--- src/rtl/mccpu_ctrl_hs_if.sv ---
// Control bundle between the multicycle controller and its datapath.
interface mccpu_ctrl_hs_if #(
  parameter int unsigned ALUOP_W = 4
);
  logic               Zero;
  logic [5:0]         Op;
  logic [5:0]         Funct;
  logic               mem_ready;
  logic               RegWrite;
  logic               MemWrite;
  logic               MemRead;
  logic               PCWrite;
  logic               IRWrite;
  logic               IorD;
  logic               EXTOp;
  logic [ALUOP_W-1:0] ALUOp;
  logic [1:0]         ALUSrcA;
  logic [1:0]         ALUSrcB;
  logic [1:0]         PCSource;
  logic [1:0]         GPRSel;
  logic [1:0]         WDSel;
  logic               exc_illegal;
  logic               exc_bus;
  logic [2:0]         state_o;

  // Controller side: consumes datapath status, drives control lines.
  modport master (
    input  Zero, Op, Funct, mem_ready,
    output RegWrite, MemWrite, MemRead, PCWrite, IRWrite, IorD, EXTOp,
           ALUOp, ALUSrcA, ALUSrcB, PCSource, GPRSel, WDSel,
           exc_illegal, exc_bus, state_o
  );

  // Datapath side: supplies status, receives control lines.
  modport slave (
    output Zero, Op, Funct, mem_ready,
    input  RegWrite, MemWrite, MemRead, PCWrite, IRWrite, IorD, EXTOp,
           ALUOp, ALUSrcA, ALUSrcB, PCSource, GPRSel, WDSel,
           exc_illegal, exc_bus, state_o
  );
endinterface

--- src/rtl/mccpu_ctrl_hs.sv ---
// Multicycle MIPS controller with wait-capable memory, optional jr/jalr,
// and a TRAP state for illegal instructions and memory timeouts.
module mccpu_ctrl_hs #(
  parameter int unsigned ALUOP_W     = 4,
  parameter int unsigned HAS_JR      = 1,
  parameter int unsigned MEM_TIMEOUT = 0
) (
  input  logic             clk,
  input  logic             rst,
  mccpu_ctrl_hs_if.master  bus
);

  localparam int unsigned WCNT_W = (MEM_TIMEOUT > 0) ? $clog2(MEM_TIMEOUT + 1) : 1;

  typedef enum logic [2:0] {
    S_IF   = 3'd0,
    S_ID   = 3'd1,
    S_EXE  = 3'd2,
    S_MEM  = 3'd3,
    S_WB   = 3'd4,
    S_TRAP = 3'd5
  } state_t;

  localparam logic [3:0] ALU_ADD  = 4'b0001;
  localparam logic [3:0] ALU_SUB  = 4'b0010;
  localparam logic [3:0] ALU_AND  = 4'b0011;
  localparam logic [3:0] ALU_OR   = 4'b0100;
  localparam logic [3:0] ALU_SLT  = 4'b0101;
  localparam logic [3:0] ALU_SLTU = 4'b0110;
  localparam logic [3:0] ALU_SLL  = 4'b0111;
  localparam logic [3:0] ALU_NOR  = 4'b1000;
  localparam logic [3:0] ALU_LUI  = 4'b1001;
  localparam logic [3:0] ALU_SRL  = 4'b1010;

  localparam logic [5:0] OP_RTYPE = 6'h00;
  localparam logic [5:0] OP_J     = 6'h02;
  localparam logic [5:0] OP_JAL   = 6'h03;
  localparam logic [5:0] OP_BEQ   = 6'h04;
  localparam logic [5:0] OP_BNE   = 6'h05;
  localparam logic [5:0] OP_ADDI  = 6'h08;
  localparam logic [5:0] OP_SLTI  = 6'h0A;
  localparam logic [5:0] OP_ANDI  = 6'h0C;
  localparam logic [5:0] OP_ORI   = 6'h0D;
  localparam logic [5:0] OP_LUI   = 6'h0F;
  localparam logic [5:0] OP_LW    = 6'h23;
  localparam logic [5:0] OP_SW    = 6'h2B;

  localparam logic [5:0] FN_SLL   = 6'h00;
  localparam logic [5:0] FN_SRL   = 6'h02;
  localparam logic [5:0] FN_SLLV  = 6'h04;
  localparam logic [5:0] FN_SRLV  = 6'h06;
  localparam logic [5:0] FN_JR    = 6'h08;
  localparam logic [5:0] FN_JALR  = 6'h09;
  localparam logic [5:0] FN_ADD   = 6'h20;
  localparam logic [5:0] FN_ADDU  = 6'h21;
  localparam logic [5:0] FN_SUB   = 6'h22;
  localparam logic [5:0] FN_SUBU  = 6'h23;
  localparam logic [5:0] FN_AND   = 6'h24;
  localparam logic [5:0] FN_OR    = 6'h25;
  localparam logic [5:0] FN_NOR   = 6'h27;
  localparam logic [5:0] FN_SLT   = 6'h2A;
  localparam logic [5:0] FN_SLTU  = 6'h2B;

  state_t            state;
  state_t            nxt;
  state_t            st_eff;
  logic [WCNT_W-1:0] wcnt;
  logic              cause_ill;
  logic              cause_bus;

  logic              dec_legal;
  logic [3:0]        dec_alu;
  logic              is_j, is_jal, is_beq, is_bne, is_lw, is_sw;
  logic              is_imm, is_zext, is_jr, is_jalr, is_shamt;

  logic              mem_wait;
  logic              timeout_hit;
  logic              trap_ill, trap_bus;

  logic              reg_write, mem_write, mem_read, pc_write, ir_write, iord, ext_op;
  logic [3:0]        alu_op;
  logic [1:0]        src_a, src_b, pc_src, gpr_sel, wd_sel;
  logic              exc_ill, exc_bus;

  // Instruction decode: legality, instruction class and ALU operation.
  always_comb begin
    dec_legal = 1'b1;
    dec_alu   = ALU_ADD;
    is_j      = 1'b0;
    is_jal    = 1'b0;
    is_beq    = 1'b0;
    is_bne    = 1'b0;
    is_lw     = 1'b0;
    is_sw     = 1'b0;
    is_imm    = 1'b0;
    is_zext   = 1'b0;
    is_jr     = 1'b0;
    is_jalr   = 1'b0;
    is_shamt  = 1'b0;
    case (bus.Op)
      OP_RTYPE: begin
        case (bus.Funct)
          FN_SLL:  begin dec_alu = ALU_SLL; is_shamt = 1'b1; end
          FN_SRL:  begin dec_alu = ALU_SRL; is_shamt = 1'b1; end
          FN_SLLV: dec_alu = ALU_SLL;
          FN_SRLV: dec_alu = ALU_SRL;
          FN_JR:   begin
            if (HAS_JR != 0) is_jr = 1'b1;
            else             dec_legal = 1'b0;
          end
          FN_JALR: begin
            if (HAS_JR != 0) is_jalr = 1'b1;
            else             dec_legal = 1'b0;
          end
          FN_ADD, FN_ADDU: dec_alu = ALU_ADD;
          FN_SUB, FN_SUBU: dec_alu = ALU_SUB;
          FN_AND:  dec_alu = ALU_AND;
          FN_OR:   dec_alu = ALU_OR;
          FN_NOR:  dec_alu = ALU_NOR;
          FN_SLT:  dec_alu = ALU_SLT;
          FN_SLTU: dec_alu = ALU_SLTU;
          default: dec_legal = 1'b0;
        endcase
      end
      OP_J:    is_j = 1'b1;
      OP_JAL:  is_jal = 1'b1;
      OP_BEQ:  begin is_beq = 1'b1; dec_alu = ALU_SUB; end
      OP_BNE:  begin is_bne = 1'b1; dec_alu = ALU_SUB; end
      OP_ADDI: begin is_imm = 1'b1; dec_alu = ALU_ADD; end
      OP_SLTI: begin is_imm = 1'b1; dec_alu = ALU_SLT; end
      OP_ANDI: begin is_imm = 1'b1; is_zext = 1'b1; dec_alu = ALU_AND; end
      OP_ORI:  begin is_imm = 1'b1; is_zext = 1'b1; dec_alu = ALU_OR; end
      OP_LUI:  begin is_imm = 1'b1; dec_alu = ALU_LUI; end
      OP_LW:   is_lw = 1'b1;
      OP_SW:   is_sw = 1'b1;
      default: dec_legal = 1'b0;
    endcase
  end

  // Memory wait detection; ready in the same cycle beats the timeout.
  assign mem_wait    = ((state == S_IF) || (state == S_MEM)) && !bus.mem_ready;
  assign timeout_hit = (MEM_TIMEOUT != 0) && mem_wait &&
                       (wcnt == WCNT_W'(MEM_TIMEOUT - 1));

  // Next state and control outputs; reset presents IF with enables forced off.
  always_comb begin
    st_eff    = rst ? S_IF : state;
    nxt       = S_IF;
    trap_ill  = 1'b0;
    trap_bus  = 1'b0;
    reg_write = 1'b0;
    mem_write = 1'b0;
    mem_read  = 1'b0;
    pc_write  = 1'b0;
    ir_write  = 1'b0;
    iord      = 1'b0;
    ext_op    = 1'b1;
    alu_op    = ALU_ADD;
    src_a     = 2'b01;
    src_b     = 2'b00;
    pc_src    = 2'b00;
    gpr_sel   = 2'b00;
    wd_sel    = 2'b00;
    case (st_eff)
      S_IF: begin
        mem_read = 1'b1;
        src_a    = 2'b00;
        src_b    = 2'b01;
        pc_write = bus.mem_ready;
        ir_write = bus.mem_ready;
        if (bus.mem_ready) nxt = S_ID;
        else if (timeout_hit) begin nxt = S_TRAP; trap_bus = 1'b1; end
        else nxt = S_IF;
      end
      S_ID: begin
        if (is_j || is_jal) begin
          pc_src   = 2'b10;
          pc_write = 1'b1;
          if (is_jal) begin
            reg_write = 1'b1;
            wd_sel    = 2'b10;
            gpr_sel   = 2'b10;
          end
          nxt = S_IF;
        end else if (!dec_legal) begin
          nxt      = S_TRAP;
          trap_ill = 1'b1;
        end else begin
          src_a = 2'b00;
          src_b = 2'b11;
          nxt   = S_EXE;
        end
      end
      S_EXE: begin
        alu_op = dec_alu;
        if (is_beq || is_bne) begin
          pc_src   = 2'b01;
          pc_write = (is_beq && bus.Zero) || (is_bne && !bus.Zero);
          nxt      = S_IF;
        end else if (is_jr || is_jalr) begin
          src_b    = 2'b00;
          pc_src   = 2'b00;
          pc_write = 1'b1;
          if (is_jalr) begin
            reg_write = 1'b1;
            wd_sel    = 2'b10;
            gpr_sel   = 2'b00;
          end
          nxt = S_IF;
        end else if (is_lw || is_sw) begin
          src_b = 2'b10;
          nxt   = S_MEM;
        end else if (is_shamt) begin
          src_a = 2'b10;
          nxt   = S_WB;
        end else if (is_imm) begin
          src_b  = 2'b10;
          ext_op = !is_zext;
          nxt    = S_WB;
        end else begin
          nxt = S_WB;
        end
      end
      S_MEM: begin
        iord      = 1'b1;
        mem_read  = is_lw;
        mem_write = is_sw;
        if (bus.mem_ready) nxt = is_lw ? S_WB : S_IF;
        else if (timeout_hit) begin nxt = S_TRAP; trap_bus = 1'b1; end
        else nxt = S_MEM;
      end
      S_WB: begin
        reg_write = 1'b1;
        wd_sel    = is_lw ? 2'b01 : 2'b00;
        gpr_sel   = (is_lw || is_imm) ? 2'b01 : 2'b00;
        nxt       = S_IF;
      end
      S_TRAP: begin
        pc_src   = 2'b11;
        pc_write = 1'b1;
        nxt      = S_IF;
      end
      default: nxt = S_IF;
    endcase
    if (rst) begin
      reg_write = 1'b0;
      mem_write = 1'b0;
      pc_write  = 1'b0;
      ir_write  = 1'b0;
    end
    exc_ill = (st_eff == S_TRAP) && cause_ill;
    exc_bus = (st_eff == S_TRAP) && cause_bus;
  end

  // State, wait counter and trap cause registers.
  always_ff @(posedge clk) begin
    if (rst) begin
      state     <= S_IF;
      wcnt      <= '0;
      cause_ill <= 1'b0;
      cause_bus <= 1'b0;
    end else begin
      state <= nxt;
      if (nxt != state)  wcnt <= '0;
      else if (mem_wait) wcnt <= WCNT_W'(wcnt + 1'b1);
      cause_ill <= (nxt == S_TRAP) && trap_ill;
      cause_bus <= (nxt == S_TRAP) && trap_bus;
    end
  end

  assign bus.RegWrite    = reg_write;
  assign bus.MemWrite    = mem_write;
  assign bus.MemRead     = mem_read;
  assign bus.PCWrite     = pc_write;
  assign bus.IRWrite     = ir_write;
  assign bus.IorD        = iord;
  assign bus.EXTOp       = ext_op;
  assign bus.ALUOp       = ALUOP_W'(alu_op);
  assign bus.ALUSrcA     = src_a;
  assign bus.ALUSrcB     = src_b;
  assign bus.PCSource    = pc_src;
  assign bus.GPRSel      = gpr_sel;
  assign bus.WDSel       = wd_sel;
  assign bus.exc_illegal = exc_ill;
  assign bus.exc_bus     = exc_bus;
  assign bus.state_o     = st_eff;

endmodule

--- src/flat_wrapper.sv ---
// flat-port wrapper written by rule: the top's interface ports become plain ports
module mccpu_ctrl_hs_flat 
#(
  parameter int unsigned ALUOP_W     = 4,
  parameter int unsigned HAS_JR      = 1,
  parameter int unsigned MEM_TIMEOUT = 0
)
  (clk, rst, bus_Zero, bus_Op, bus_Funct, bus_mem_ready, bus_RegWrite, bus_MemWrite, bus_MemRead, bus_PCWrite, bus_IRWrite, bus_IorD, bus_EXTOp, bus_ALUOp, bus_ALUSrcA, bus_ALUSrcB, bus_PCSource, bus_GPRSel, bus_WDSel, bus_exc_illegal, bus_exc_bus, bus_state_o);
  mccpu_ctrl_hs_if #(.ALUOP_W(ALUOP_W)) bus_i ();
  input  logic clk;
  input  logic rst;
  input wire logic [$bits(bus_i.Zero)-1:0] bus_Zero;
  input wire logic [$bits(bus_i.Op)-1:0] bus_Op;
  input wire logic [$bits(bus_i.Funct)-1:0] bus_Funct;
  input wire logic [$bits(bus_i.mem_ready)-1:0] bus_mem_ready;
  output wire logic [$bits(bus_i.RegWrite)-1:0] bus_RegWrite;
  output wire logic [$bits(bus_i.MemWrite)-1:0] bus_MemWrite;
  output wire logic [$bits(bus_i.MemRead)-1:0] bus_MemRead;
  output wire logic [$bits(bus_i.PCWrite)-1:0] bus_PCWrite;
  output wire logic [$bits(bus_i.IRWrite)-1:0] bus_IRWrite;
  output wire logic [$bits(bus_i.IorD)-1:0] bus_IorD;
  output wire logic [$bits(bus_i.EXTOp)-1:0] bus_EXTOp;
  output wire logic [$bits(bus_i.ALUOp)-1:0] bus_ALUOp;
  output wire logic [$bits(bus_i.ALUSrcA)-1:0] bus_ALUSrcA;
  output wire logic [$bits(bus_i.ALUSrcB)-1:0] bus_ALUSrcB;
  output wire logic [$bits(bus_i.PCSource)-1:0] bus_PCSource;
  output wire logic [$bits(bus_i.GPRSel)-1:0] bus_GPRSel;
  output wire logic [$bits(bus_i.WDSel)-1:0] bus_WDSel;
  output wire logic [$bits(bus_i.exc_illegal)-1:0] bus_exc_illegal;
  output wire logic [$bits(bus_i.exc_bus)-1:0] bus_exc_bus;
  output wire logic [$bits(bus_i.state_o)-1:0] bus_state_o;
  assign bus_i.Zero = bus_Zero;
  assign bus_i.Op = bus_Op;
  assign bus_i.Funct = bus_Funct;
  assign bus_i.mem_ready = bus_mem_ready;
  assign bus_RegWrite = bus_i.RegWrite;
  assign bus_MemWrite = bus_i.MemWrite;
  assign bus_MemRead = bus_i.MemRead;
  assign bus_PCWrite = bus_i.PCWrite;
  assign bus_IRWrite = bus_i.IRWrite;
  assign bus_IorD = bus_i.IorD;
  assign bus_EXTOp = bus_i.EXTOp;
  assign bus_ALUOp = bus_i.ALUOp;
  assign bus_ALUSrcA = bus_i.ALUSrcA;
  assign bus_ALUSrcB = bus_i.ALUSrcB;
  assign bus_PCSource = bus_i.PCSource;
  assign bus_GPRSel = bus_i.GPRSel;
  assign bus_WDSel = bus_i.WDSel;
  assign bus_exc_illegal = bus_i.exc_illegal;
  assign bus_exc_bus = bus_i.exc_bus;
  assign bus_state_o = bus_i.state_o;
  mccpu_ctrl_hs #(.ALUOP_W(ALUOP_W), .HAS_JR(HAS_JR), .MEM_TIMEOUT(MEM_TIMEOUT)) u_core (.clk(clk), .rst(rst), .bus(bus_i));
endmodule
--- config.mk ---
export PLATFORM = sky130hd
export DESIGN_NAME = mccpu_ctrl_hs_flat
export DESIGN_NICKNAME = d
export VERILOG_FILES = /design/src/rtl/mccpu_ctrl_hs_if.sv /design/src/rtl/mccpu_ctrl_hs.sv /design/src/flat_wrapper.sv
export SDC_FILE = /design/constraint.sdc
export NUM_CORES = 1
export LEC_CHECK = 0
export BUFFER_PORTS_ARGS = -buffer_cell sky130_fd_sc_hd__buf_2
export CORE_MARGIN = 1.5
export CORE_UTILIZATION = 45
export CTS_CLUSTER_DIAMETER = 150
export DETAILED_ROUTE_END_ITERATION = 10
export PLACE_DENSITY = 0.89
export SETUP_SLACK_MARGIN = 0.05
export SYNTH_ARGS = -nofsm -noshare
export SYNTH_HDL_FRONTEND = slang
export SYNTH_SLANG_ARGS = --single-unit
--- constraint.sdc ---
create_clock -name clk -period 2.2 [get_ports clk]
set_input_delay 0.22 -clock clk [delete_from_list [all_inputs] [get_ports clk]]
set_output_delay 0.22 -clock clk [all_outputs]
set_load 0.1 [all_outputs]
==> Word-level counts from Yosys, hierarchy flattened <==
Cells that the tools add are included.
{ "word_totals": {"in_bits": 16, "out_inout_bits": 26, "register_bits": 4, "elab_cells": 140} }
{ "op_classes": {"eq_ne": 31, "n_mux": 83, "reduce_logical": 24} }
{ "op_table": {"columns": ["operator", "n"], "rows": [
  ["6-bit == test, second input constant", 11],
  ["1-bit two-way mux", 44],
  ["6-bit by 4-bit == test with 1-bit output, second input constant", 7],
  ["2-bit two-way mux", 18],
  ["4-bit one-hot mux with 8 select lines", 1],
  ["6-bit by 3-bit == test with 1-bit output, second input constant", 4],
  ["3-bit two-way mux", 8],
  ["2-bit one-hot mux with 3 select lines", 4],
  ["4-bit one-hot mux with 6 select lines", 1],
  ["6-bit by 2-bit == test with 1-bit output, second input constant", 3],
  ["15-bit OR reduction", 1],
  ["6-bit zero test", 2],
  ["3-bit one-hot mux with 4 select lines", 1],
  ["2-bit OR reduction", 6],
  ["11-bit OR reduction", 1],
  ["3-bit == test, second input constant", 3],
  ["3-bit by 2-bit == test with 1-bit output, second input constant", 2],
  ["1-bit logical OR", 6],
  ["5-bit OR reduction", 1],
  ["1-bit logical AND", 4],
  ["4-bit two-way mux", 1],
  ["1-bit one-hot mux with 2 select lines", 2],
  ["1-bit one-hot mux with 4 select lines", 1],
  ["2-bit one-hot mux with 2 select lines", 1],
  ["other kinds (4)", 5]
]} }

==> Depth between registers and ports, before layout <==
{ "logic_depth": {"ltp_word": 10, "depth_mapped": 7, "mapped_depth_nobuf": 6} }

==> Worst setup path before layout <==
OpenSTA, ideal clock, no wires.
{ "synth_timing": {"path_type": "register to output", "from": "register u_core.state[2]", "to": "output bus_exc_illegal", "slack_ns": -2.303, "t_required_ns": 1.980, "arrival_time_ns": 4.283, "n_path_buf": 1, "stages_incl_launch_ff": 5, "path_cell_list": "dfxtp_1 -> clkbuf_1 -> nor2b_1 -> nand2_1 -> nor3_1"} }
{ "synth_between": {"elab_chain_cells": 3} }
{ "synth_lines": {"columns": ["item", "line_no", "text"], "rows": [
  ["from (decl)", "mccpu_ctrl_hs.sv:64", "state_t state;"],
  ["from (signal assigned)", "mccpu_ctrl_hs.sv:263", "state <= nxt;"],
  ["3-bit two-way mux", "mccpu_ctrl_hs.sv:147", "st_eff = rst ? S_IF : state;"],
  ["named net bus_state_o[2]", "flat_wrapper.sv:31", "output wire logic [$bits(bus_i.state_o)-1:0] bus_state_o;"],
  ["3-bit == test", "mccpu_ctrl_hs.sv:251", "exc_ill = (st_eff == S_TRAP) && cause_ill;"],
  ["1-bit logical AND", "mccpu_ctrl_hs.sv:251", null],
  ["to (decl)", "flat_wrapper.sv:29", "output wire logic [$bits(bus_i.exc_illegal)-1:0] bus_exc_illegal;"]
]} }
The timed path passes the listed nets, and every way through them passes these cells.

==> Worst setup path after layout <==
{ "layout_timing": {"from": "register u_core.state[2]", "to": "output bus_PCWrite"} }
{ "layout_between": {"elab_chain_cells": 4, "word_cells_on_any_way": 7, "classes_between": "eq/ne (3); mux (3); reduce/logical (1)"} }
{ "layout_lines": {"columns": ["item", "line_no", "text"], "rows": [
  ["3-bit two-way mux *", "mccpu_ctrl_hs.sv:147", null],
  ["3-bit == test (tied with other cells)", "mccpu_ctrl_hs.sv:164", "case (st_eff)"],
  ["1-bit one-hot mux with 4 select lines *", "mccpu_ctrl_hs.sv:164", null],
  ["1-bit two-way mux *", "mccpu_ctrl_hs.sv:245", "if (rst) begin"],
  ["to (decl)", "flat_wrapper.sv:19", "output wire logic [$bits(bus_i.PCWrite)-1:0] bus_PCWrite;"]
]} }
Mark *: on every way between the ends. The rest lies on a longest branch, timed or not.

==> results.toml <==
[outcome]
status = "complete, no violations"

[yosys]
synth_cell_type_count = 51
synthSimpleGateAreaFrac = 0.508
yosys.area.top_type = "dfxtp_1"
async_flop_share = 0
yosysSeqAreaShare = 0.0849
synthAdderAreaFrac = 0
synth_edf_count = 0
synth_area_leaders = "dfxtp_1 (8.5%), nand2b_1 (6.6%), nand2_1 (6.0%)"
synth_cells = 148
yosysTopAreaCellShare = 0.0849
synth-main-ff-cell = "dfxtp_1"
syn_area_um2 = 943
synth-compound-area-share = 0.290
avgSynthCellArea_um2 = 6.37
synthMuxAreaShare = 0
yosysMostFrequentCell = "nand2_1"
synthesis.nets = 164
synth_top_family_by_area = "simple AND/OR/NAND/NOR gates"
synth-xor-area-share = 0.00928
synth_common_cells = "nand2_1 (15), nor2_1 (13), nand2b_1 (10), o21ai_0 (9)"
yosys_warnings = 0
ys_seq_elements = 4

[global_routing]
overflow = 0
grt_first_pass_wirelength_um = 5580
grt_antenna_before_repair = 0
grt_pass1_vias = 1210
gr-usage-all-layers = 0.298
grt_max_degree = 14

[placed_design]
hpwl_um = 2740
placed_cells = 215
place_area_um2 = 1640
port_buffers = 40
gp_congestion = 0.888
dp_slack_ns = 0.121

[job]
drv_cap = 0

[critical_path]
critical_path_class = "reg -> out"
crit_path_end_kind = "output port"
crit_fanout = 5
cp_data_arrival_time_ns = 1.98
worstSetupStartpointType = "flip-flop"
cp_data_required_time_ns = 1.98
r2r_slack_ns = 0.30

[clock_tree]
cts.path.max_buffers = 2
cts_max_level = 1
clk_pin_slew_worst_paths_ns = 0.04
postCtsHoldBufs = 0
clock_latency_ns = 0.25
cts_tree = "yes"
cts_made_buffers = 3
ctsRootBufferMaster = "clkbuf_4"
cts.sink_count = 4

[die]
dieArea_um2 = 2380
die_h_um = 48.8
core-area_um2 = 1960
io-pin-count = 42
initial_utilization = 0.481
num_rows = 16
die_w_um = 48.8

[sta]
rsz0062_at_grt = "yes"
final_max_slew_viol_count = 0
max_freq_ghz = 0.455
holdWs_ns = 0.375
min_period_ns = 2.20
fin_ws_ns = 0.00331
timing.final.crit_share = 0.998
slew_headroom = 0.543
fin_skew_ns = 0.00327
hold_viol_final = 0
setup_violations = 0
worst_pin_slew_ns = 0.682

[worst_hold_path]
hp-class = "in -> reg"

[layout]
fin_cells = 225
area_delta_synth_final_pct = 88.6
drive_above_1_share = 0.515
design_area_um2 = 1780
fillers = 83
insertedDiodeCount = 0
nets = 216

[detailed_routing]
drtPass1Iterations = 4
routedWlPerCell_um = 19.9
drt_iter0_markers = 59
drc = 0
via_per_inst = 6.25
ant_nets = 0
drt-total-wl_um = 4490
vias = 1407

[power]
swShare = 0.523
leakage_nw = 0.716
pwr-share-seq = 0.171
ir_drop_mv = 0.233
combPwrFrac = 0.630
powerDensity_nw_per_um2 = 282
switchingPower_mw = 0.262
power.internal_mw = 0.239
power_frac_clock = 0.199
==> metrics by stage <==
step | utilization | power [mW] | TNS (ns)
4_1_cts | 0.858 | 0.477 | 0
2_1_floorplan | - | 0.292 | -1.77
5_1_grt | 0.907 | 0.518 | -0.197
6_report | 0.907 | 0.501 | 0
3_5_place_dp | 0.835 | 0.373 | 0
3_3_place_gp | 0.835 | 0.363 | 0
==> worst max-delay path, cell delays in order, from the launching register on <==
cell and delay [ns]:
dfxtp_4 0.36, nor4b_4 0.33, buf_6 0.18, buf_6 0.10
nand3_1 0.06, nor4bb_4 0.17, a2111oi_4 0.29, buf_12 0.23
==> logic make-up (layout without fill, tap and decap cells) <==
family | Yosys count | count (layout)
simple gates | 79 | 79
compound gates | 41 | 41
buf+inv | 22 | 72
flops | 4 | 4
other cells | 1 | 1
xor+xnor | 1 | 1
==> worst paths after layout <==
check / start / to / cells after the start
max: u_core.state[2] / bus_PCWrite / 7
min: rst / u_core.state[0] / 2
max reg2reg: u_core.state[2] / u_core.state[0] / 6
min reg2reg: u_core.state[2] / u_core.state[0] / 2
==> per-layer routing <==
layer	vias to the layer above	routed length, µm	share of wire	GRT usage
li1	629	-	-	-
met2	91	2370	0.53	0.575
met5	-	0	0	0
met4	0	247	0.055	0.110
met3	26	265	0.059	0.0337
met1	661	1610	0.36	0.331
==> registers in the layout (all words and copies together) (netlist names) <==
register / count
u_core.state: 3
u_core.cause_ill: 1
==> layout by cell type, fill, tap and decap left out, types with 2 or more instances in the layout <==
cell type  Yosys  routed
clkbuf_4       0       4
buf_2          2      24
a211o_1        2       2
o21ai_1        2       2
nor2b_1        6       4
nand2_2        0       2
nand3b_1       4       4
and2_1         2       2
o21ai_4        0       3
buf_12         0      15
nand3_1        4       4
a21oi_2        0       2
nand2_1       15      12
nor3_1         7       4
nand3_2        2       2
o21ai_0        9       5
and3_1         2       2
inv_1          8       8
nand2b_1      10       9
nor3_4         0       3
dfxtp_1        4       2
buf_6          1       2
buf_4          1      18
nor2_2         0       3
a21oi_1        8       5
nor4_4         1       2
a21o_1         3       2
nor2_1        13       9
a211oi_1       4       3
==> layout make-up <==
type                    instances  area (µm²)  share of cell area
repair buffers                 60         586               0.329
flip-flops and latches          4        85.1              0.0478
well taps                      27        33.8              0.0190
multi-input cells             122        1020               0.572
inverters                       9        33.8              0.0190
clock buffers                   3        22.5              0.0127
==> timing repair <==
| item | 4_1_cts | 5_1_grt |
|---|---|---|
| hold endpoints to repair | 0 | 0 |
| pin swaps | 1 | 4 |
| setup endpoints to repair | 4 | 5 |
| buffers inserted | 0 | 7 |
| gates resized for setup | 7 | 9 |
==> power by group through the flow <==
stage | combinational (mW) | sequential (mW) | clock [mW]
6_report | 0.316 | 0.0857 | 0.0995
5_1_grt | 0.328 | 0.0857 | 0.104
3_3_place_gp | 0.277 | 0.0865 | 0
4_1_cts | 0.289 | 0.0869 | 0.101
3_5_place_dp | 0.286 | 0.0870 | 0
2_1_floorplan | 0.212 | 0.0799 | 0
Note: power is estimated with default switching activity, not from simulation.
